File: src/rtl/stream_pkg.sv
// Shared types and helpers for the packet arbiter and its output stage.
package stream_pkg;

  typedef enum logic {IDLE, BUSY} arb_state_t;

  // Upper bound on the number of sources rr_pick can scan.
  localparam int unsigned MaxSrc   = 32;
  localparam int unsigned SelWidth = $clog2(MaxSrc);

  // Beat as seen on the upsizer side, sized for the default configuration.
  localparam int unsigned BeatDataWidth = 8;
  localparam int unsigned BeatIdWidth   = 2;

  typedef struct packed {
    logic [BeatIdWidth-1:0]   id;
    logic                     last;
    logic [BeatDataWidth-1:0] data;
  } beat_t;

  // Round-robin winner: first requester after last_grant, wrapping modulo n_src.
  // With no request the previous grant is returned unchanged.
  function automatic int unsigned rr_pick(input logic [MaxSrc-1:0] req,
                                          input int unsigned       last_grant,
                                          input int unsigned       n_src);
    int unsigned idx;
    rr_pick = last_grant;
    // Walk offsets from farthest to nearest so the nearest requester wins.
    for (int unsigned off = MaxSrc; off > 0; off--) begin
      if (off <= n_src) begin
        idx = (last_grant + off) % n_src;
        if (req[idx[SelWidth-1:0]]) rr_pick = idx;
      end
    end
  endfunction

endpackage

File: src/rtl/stream_skid_buffer.sv
// Two-entry registered output stage: main register plus one skid slot.
// in_ready_o depends only on registered state, so no path from out_ready_i.
module stream_skid_buffer #(
  parameter int unsigned WIDTH = 8
) (
  input  logic             clk,
  input  logic             rst_n,
  input  logic             in_valid_i,
  input  logic [WIDTH-1:0] in_data_i,
  output logic             in_ready_o,
  output logic             out_valid_o,
  output logic [WIDTH-1:0] out_data_o,
  input  logic             out_ready_i
);

  logic             main_valid_q, main_valid_d;
  logic [WIDTH-1:0] main_data_q, main_data_d;
  logic             skid_valid_q, skid_valid_d;
  logic [WIDTH-1:0] skid_data_q, skid_data_d;
  logic             push, pop;

  assign in_ready_o  = !skid_valid_q;
  assign out_valid_o = main_valid_q;
  assign out_data_o  = main_data_q;
  assign push        = in_valid_i && !skid_valid_q;
  assign pop         = main_valid_q && out_ready_i;

  // Next-state: refill main from skid on drain, land new beats in main when it frees up.
  always_comb begin
    main_valid_d = main_valid_q;
    main_data_d  = main_data_q;
    skid_valid_d = skid_valid_q;
    skid_data_d  = skid_data_q;
    if (pop) begin
      if (skid_valid_q) begin
        main_data_d  = skid_data_q;
        skid_valid_d = 1'b0;
      end else begin
        main_valid_d = 1'b0;
      end
    end
    // push implies skid empty, so a drain above never collides with it.
    if (push) begin
      if (!main_valid_q || pop) begin
        main_valid_d = 1'b1;
        main_data_d  = in_data_i;
      end else begin
        skid_valid_d = 1'b1;
        skid_data_d  = in_data_i;
      end
    end
  end

  // Storage registers; reset drops anything held.
  always_ff @(posedge clk) begin
    if (!rst_n) begin
      main_valid_q <= 1'b0;
      main_data_q  <= '0;
      skid_valid_q <= 1'b0;
      skid_data_q  <= '0;
    end else begin
      main_valid_q <= main_valid_d;
      main_data_q  <= main_data_d;
      skid_valid_q <= skid_valid_d;
      skid_data_q  <= skid_data_d;
    end
  end

endmodule

File: src/rtl/stream_pkt_arbiter.sv
// Packet-granular round-robin arbiter feeding one upsizer through a skid stage.
// A grant is held from the first beat until that source's last beat is accepted.
module stream_pkt_arbiter #(
  parameter int unsigned T_DATA_WIDTH = 8,
  parameter int unsigned N_SRC        = 4,
  parameter int unsigned ID_WIDTH     = (N_SRC > 1) ? $clog2(N_SRC) : 1
) (
  input  logic                    clk,
  input  logic                    rst_n,
  input  logic [N_SRC-1:0]        en_i,
  input  logic [T_DATA_WIDTH-1:0] s_data_i [N_SRC],
  input  logic [N_SRC-1:0]        s_last_i,
  input  logic [N_SRC-1:0]        s_valid_i,
  output logic [N_SRC-1:0]        s_ready_o,
  output logic [T_DATA_WIDTH-1:0] m_data_o,
  output logic                    m_last_o,
  output logic [ID_WIDTH-1:0]     m_id_o,
  output logic                    m_valid_o,
  input  logic                    m_ready_i,
  output logic                    busy_o
);

  import stream_pkg::*;

  localparam int unsigned PayloadW = ID_WIDTH + 1 + T_DATA_WIDTH;

  arb_state_t              state_q, state_d;
  logic [ID_WIDTH-1:0]     grant_q, grant_d;
  logic [ID_WIDTH-1:0]     last_grant_q, last_grant_d;
  logic [N_SRC-1:0]        req;
  logic                    sel_valid, sel_last;
  logic [T_DATA_WIDTH-1:0] sel_data;
  logic                    in_valid, in_ready, accept;
  logic [PayloadW-1:0]     in_payload, out_payload;

  // Mux the granted source onto the output stage input.
  always_comb begin
    req        = s_valid_i & en_i;
    sel_valid  = s_valid_i[grant_q];
    sel_last   = s_last_i[grant_q];
    sel_data   = s_data_i[grant_q];
    in_valid   = (state_q == BUSY) && sel_valid;
    accept     = in_valid && in_ready;
    in_payload = {grant_q, sel_last, sel_data};
  end

  // Ready only toward the granted source, gated by skid occupancy.
  always_comb begin
    s_ready_o = '0;
    if (state_q == BUSY) s_ready_o[grant_q] = in_ready;
  end

  // Grant FSM: arbitrate in IDLE (one bubble), hold the grant until the last beat.
  always_comb begin
    state_d      = state_q;
    grant_d      = grant_q;
    last_grant_d = last_grant_q;
    unique case (state_q)
      IDLE: begin
        if (|req) begin
          grant_d = ID_WIDTH'(rr_pick(MaxSrc'(req), 32'(last_grant_q), N_SRC));
          state_d = BUSY;
        end
      end
      BUSY: begin
        if (accept && sel_last) begin
          state_d      = IDLE;
          last_grant_d = grant_q;
        end
      end
      default: state_d = IDLE;
    endcase
  end

  // Arbitration state; last_grant starts at N_SRC-1 so source 0 wins first.
  always_ff @(posedge clk) begin
    if (!rst_n) begin
      state_q      <= IDLE;
      grant_q      <= '0;
      last_grant_q <= ID_WIDTH'(N_SRC - 1);
    end else begin
      state_q      <= state_d;
      grant_q      <= grant_d;
      last_grant_q <= last_grant_d;
    end
  end

  stream_skid_buffer #(
    .WIDTH (PayloadW)
  ) u_skid (
    .clk         (clk),
    .rst_n       (rst_n),
    .in_valid_i  (in_valid),
    .in_data_i   (in_payload),
    .in_ready_o  (in_ready),
    .out_valid_o (m_valid_o),
    .out_data_o  (out_payload),
    .out_ready_i (m_ready_i)
  );

  assign {m_id_o, m_last_o, m_data_o} = out_payload;
  assign busy_o = (state_q == BUSY);

endmodule

File: config.mk
export PLATFORM = sky130hd
export DESIGN_NAME = stream_pkt_arbiter
export DESIGN_NICKNAME = d
export VERILOG_FILES = /design/src/rtl/stream_pkg.sv /design/src/rtl/stream_skid_buffer.sv /design/src/rtl/stream_pkt_arbiter.sv
export SDC_FILE = /design/constraint.sdc
export NUM_CORES = 1
export LEC_CHECK = 0
export BUFFER_PORTS_ARGS = -buffer_cell sky130_fd_sc_hd__clkbuf_2
export CAP_MARGIN = 20
export CORE_ASPECT_RATIO = 1.1
export CORE_MARGIN = 1.5
export CORE_UTILIZATION = 48
export CTS_CLUSTER_SIZE = 25
export DETAILED_ROUTE_END_ITERATION = 7
export MAX_ROUTING_LAYER = met4
export PLACE_DENSITY = 0.79
export SLEW_MARGIN = 15
export SYNTH_ARGS = -nofsm -noshare
export SYNTH_HDL_FRONTEND = slang
export SYNTH_SLANG_ARGS = --single-unit
File: constraint.sdc
create_clock -name clk -period 2.01 [get_ports clk]
set_input_delay 0.201 -clock clk [delete_from_list [all_inputs] [get_ports clk]]
set_output_delay 0.201 -clock clk [all_outputs]
set_load 0.005 [all_outputs]
==> impl_results.md <==
* Outcome: finished, final reports clean
* CTS resizes at 0
* Crit path max fanout at 11
* Slowest-stage cell, CP: dfxtp_1
* Largest family of logic cells by synthesized area: multiplexers
* Fin cells at 258
* Initial Util at 51.7%
* Vias at 1,417
* Static leakage at 1.04 nW
* Iter 0 DRT Violations at 62
* CTS tree: built
* Post-synthesis mux area share at 35.1%
* Initial antenna violation count at 0
* Most frequent cells in the layout: clkbuf_2 (63), nand2_1 (41), dfxtp_1 (29)
* Vias in the first global route at 1,372
* Area Overhead vs Synth at 23.7%
* Commonest non-fill, non-tap cell in the layout: clkbuf_2
* Mean cell area of the mapped netlist at 9.98 µm²
* Final Core Density at 63.9%
* WL/cell at 13.7 µm
* Number of register bits inferred by synthesis at 29
* CTS Buf Count at 5
* Layout cells sized above 1 at 43.3%
* Clock Tree Buf Depth at 2
* Syn Inst Count at 162
* Fin Hold WS at 216 ps
* Share of the synthesized area in the top cell type at 35.9%
* Fmax at 588 MHz
* Clock-pin slew on the worst setup and hold paths at 100 ps
* Layout Skew at 9.48 ps
* Reg2reg path depth at 4
* N_diodes at 0
* Crit path launch type: register
* Post-Place Cell Area at 1930 µm²
* Worst Hold Endpoint: u_skid.skid_valid_q$_SDFF_PN0_
* Adder-Cell Fraction of Synth Area at 0%
* Port Buffer Count at 63
* CP Capture Type: register
* # rows at 21
* Crit-path cells: mux2i_1, o22ai_4, o21ai_2, mux2i_1
* Worst hold path type: input port to register
* Worst rel slew slack at 46.3%
* Fin crit share at 84.7%
* Max Slew Vio Count at 0
* Number of clock sinks at 29
* Synth Area in XOR/XNOR at 0%
* Post-layout worst setup margin at 308 ps
* DP HPWL at 2.69 mm
* Worst r2r dst: u_skid.out_data_o[7]$_SDFF_PN0_
* Number of synthesis warnings at 0
* Main area contributors after synthesis: dfxtp_1 (36%), mux2i_1 (15%), mux4_2 (13%), nand2_1 (9.5%), mux2_2 (7.7%)
* Hold buffers post-CTS at 0
* Post-synth cell types at 30
* CP bufs+invs at 0
* Endpoints failing setup at 0
* CP delay by family, top: multiplexers
* Pwr dens at 759 nW/µm²
* Cell with the most instances on the worst path: mux2i_1
* RR Startpoint: grant_q[0]$_SDFFE_PN0P_
* GRT overflow at 0
* CP Class: register to register
* Cell total after placement at 250
* Peak supply drop at 406 µV
* Mapped Nets at 209
* Compound-cell area share of the yosys netlist at 9.06%
* Setup repair bufs after CTS at 0
* Die X at 58.3 µm
* RSZ-0062 raised after global routing: false
* Htree depth at 2
* Gpl congestion at 0.858
* Clock latency on the worst-skew pair at 330 ps
* Synthesized area at 1620 µm²
* Final instance area at 2000 µm²
* Critical path data required time at 2270 ps
* Seq/Total Area, Yosys at 35.9%
* Hold Vio Cnt, Final at 0
* Die Span Y at 63.9 µm
* First drt pass iteration count at 4
* Max Cap Violations at 0
* Reg-to-reg setup timing slack at 310 ps
* Area leader, netlist: dfxtp_1
* Post-route ant nets at 0
* Hold depth at 4
* Largest net degree at the start of global routing at 42
* Final #Nets at 270
* Setup slack at placement at 319 ps
* Io pins at 64
* Min-delay src: m_ready_i
* Drt via density at 5.49
* Minimum clock period at 1700 ps
* Root buffer cell: clkbuf_4
* Core Region at 3130 µm²
* Power, Total at 1.52 mW
* Drt total wl at 3.55 mm
* Least-Margin Pin Slew at 806 ps
* Setup TNS at 0 ps
* Critical Path AT at 1970 ps
* Tot GR Track Use at 22.0%
* Worst path max stage delay at 520 ps
* First-pass GRT wire length at 6.14 mm
* DIE AREA at 3730 µm²
* Simple-gate area share of the yosys netlist at 15.1%
* Drc violations at 0
cell usage after synthesis, drive strengths merged:
master and n:
clkbuf 6, o221ai 1, and3b 1, nand3b 2
a41oi 1, a32oi 1, a21boi 1, o211ai 2
buf 5, a211oi 1, o21ai 4, mux2i 24
o2bb2ai 1, nand3 3, mux4 9, or3b 1
o21a 1, a21oi 4, and2 2, inv 5
mux2 11, a311o 1, dfxtp 29, o22ai 1
nand2 41, nor2 4
how the worst max path moves through the flow:
stage                                           end               startpoint  cells after the start
floorplan           u_skid.out_data_o[0]$_SDFF_PN0_  grant_q[0]$_SDFFE_PN0P_                      5
global placement    u_skid.out_data_o[0]$_SDFF_PN0_  grant_q[0]$_SDFFE_PN0P_                      4
detailed placement  u_skid.out_data_o[6]$_SDFF_PN0_  grant_q[0]$_SDFFE_PN0P_                      4
CTS                 u_skid.out_data_o[6]$_SDFF_PN0_  grant_q[0]$_SDFFE_PN0P_                      4
global route        u_skid.out_data_o[7]$_SDFF_PN0_  grant_q[0]$_SDFFE_PN0P_                      4
finish              u_skid.out_data_o[7]$_SDFF_PN0_  grant_q[0]$_SDFFE_PN0P_                      4
final cells by class:
| cell class | instances | area, µm² |
|---|---|---|
| fillers | 274 | 1130 |
| inverters | 5 | 18.8 |
| multi-input cells | 117 | 957 |
| repair buffers | 65 | 330 |
| flip-flops and latches | 29 | 581 |
| clock buffers | 7 | 65.1 |
| well taps | 34 | 42.5 |
| clock inverters | 1 | 5.00 |
worst register-to-register path: stages (launching register included):
cell and delay, ps:
dfxtp_1 520, mux2i_1 350, o22ai_4 160, o21ai_2 340, mux2i_1 270
power by group:
| group | internal [mW] | switching (mW) | total, mW | leakage [nW] |
|---|---|---|---|---|
| Clock | 0.203 | 0.208 | 0.411 | 0.0413 |
| Sequential | 0.625 | 0.0439 | 0.669 | 0.236 |
| Combinational | 0.235 | 0.202 | 0.438 | 0.766 |
| Total | 1.06 | 0.454 | 1.52 | 1.04 |
sequential cells by signal (all words and copies together) (netlist names):
signal               count
u_skid.out_valid_o       1
last_grant_q             2
u_skid.out_data_o       11
busy_o                   1
grant_q                  2
u_skid.skid_data_q      11
u_skid.skid_valid_q      1
logic make-up (layout without fill, tap and decap cells):
kind of cell / after synthesis / after routing
buffers and inverters: 16 / 78
AO/OA/AOI/OAI: 19 / 19
multiplexers: 44 / 44
flip-flops: 29 / 29
AND/OR/NAND/NOR: 54 / 54
per-layer routing:
layer	vias to the layer above	wire length, µm	global-route usage, %
met5	-	0	-
met1	652	1600	27.8
met3	6	212	5.47
met4	0	48	6.10
met2	56	1690	34.8
li1	703	-	-
(Power assumes the default switching activity.)
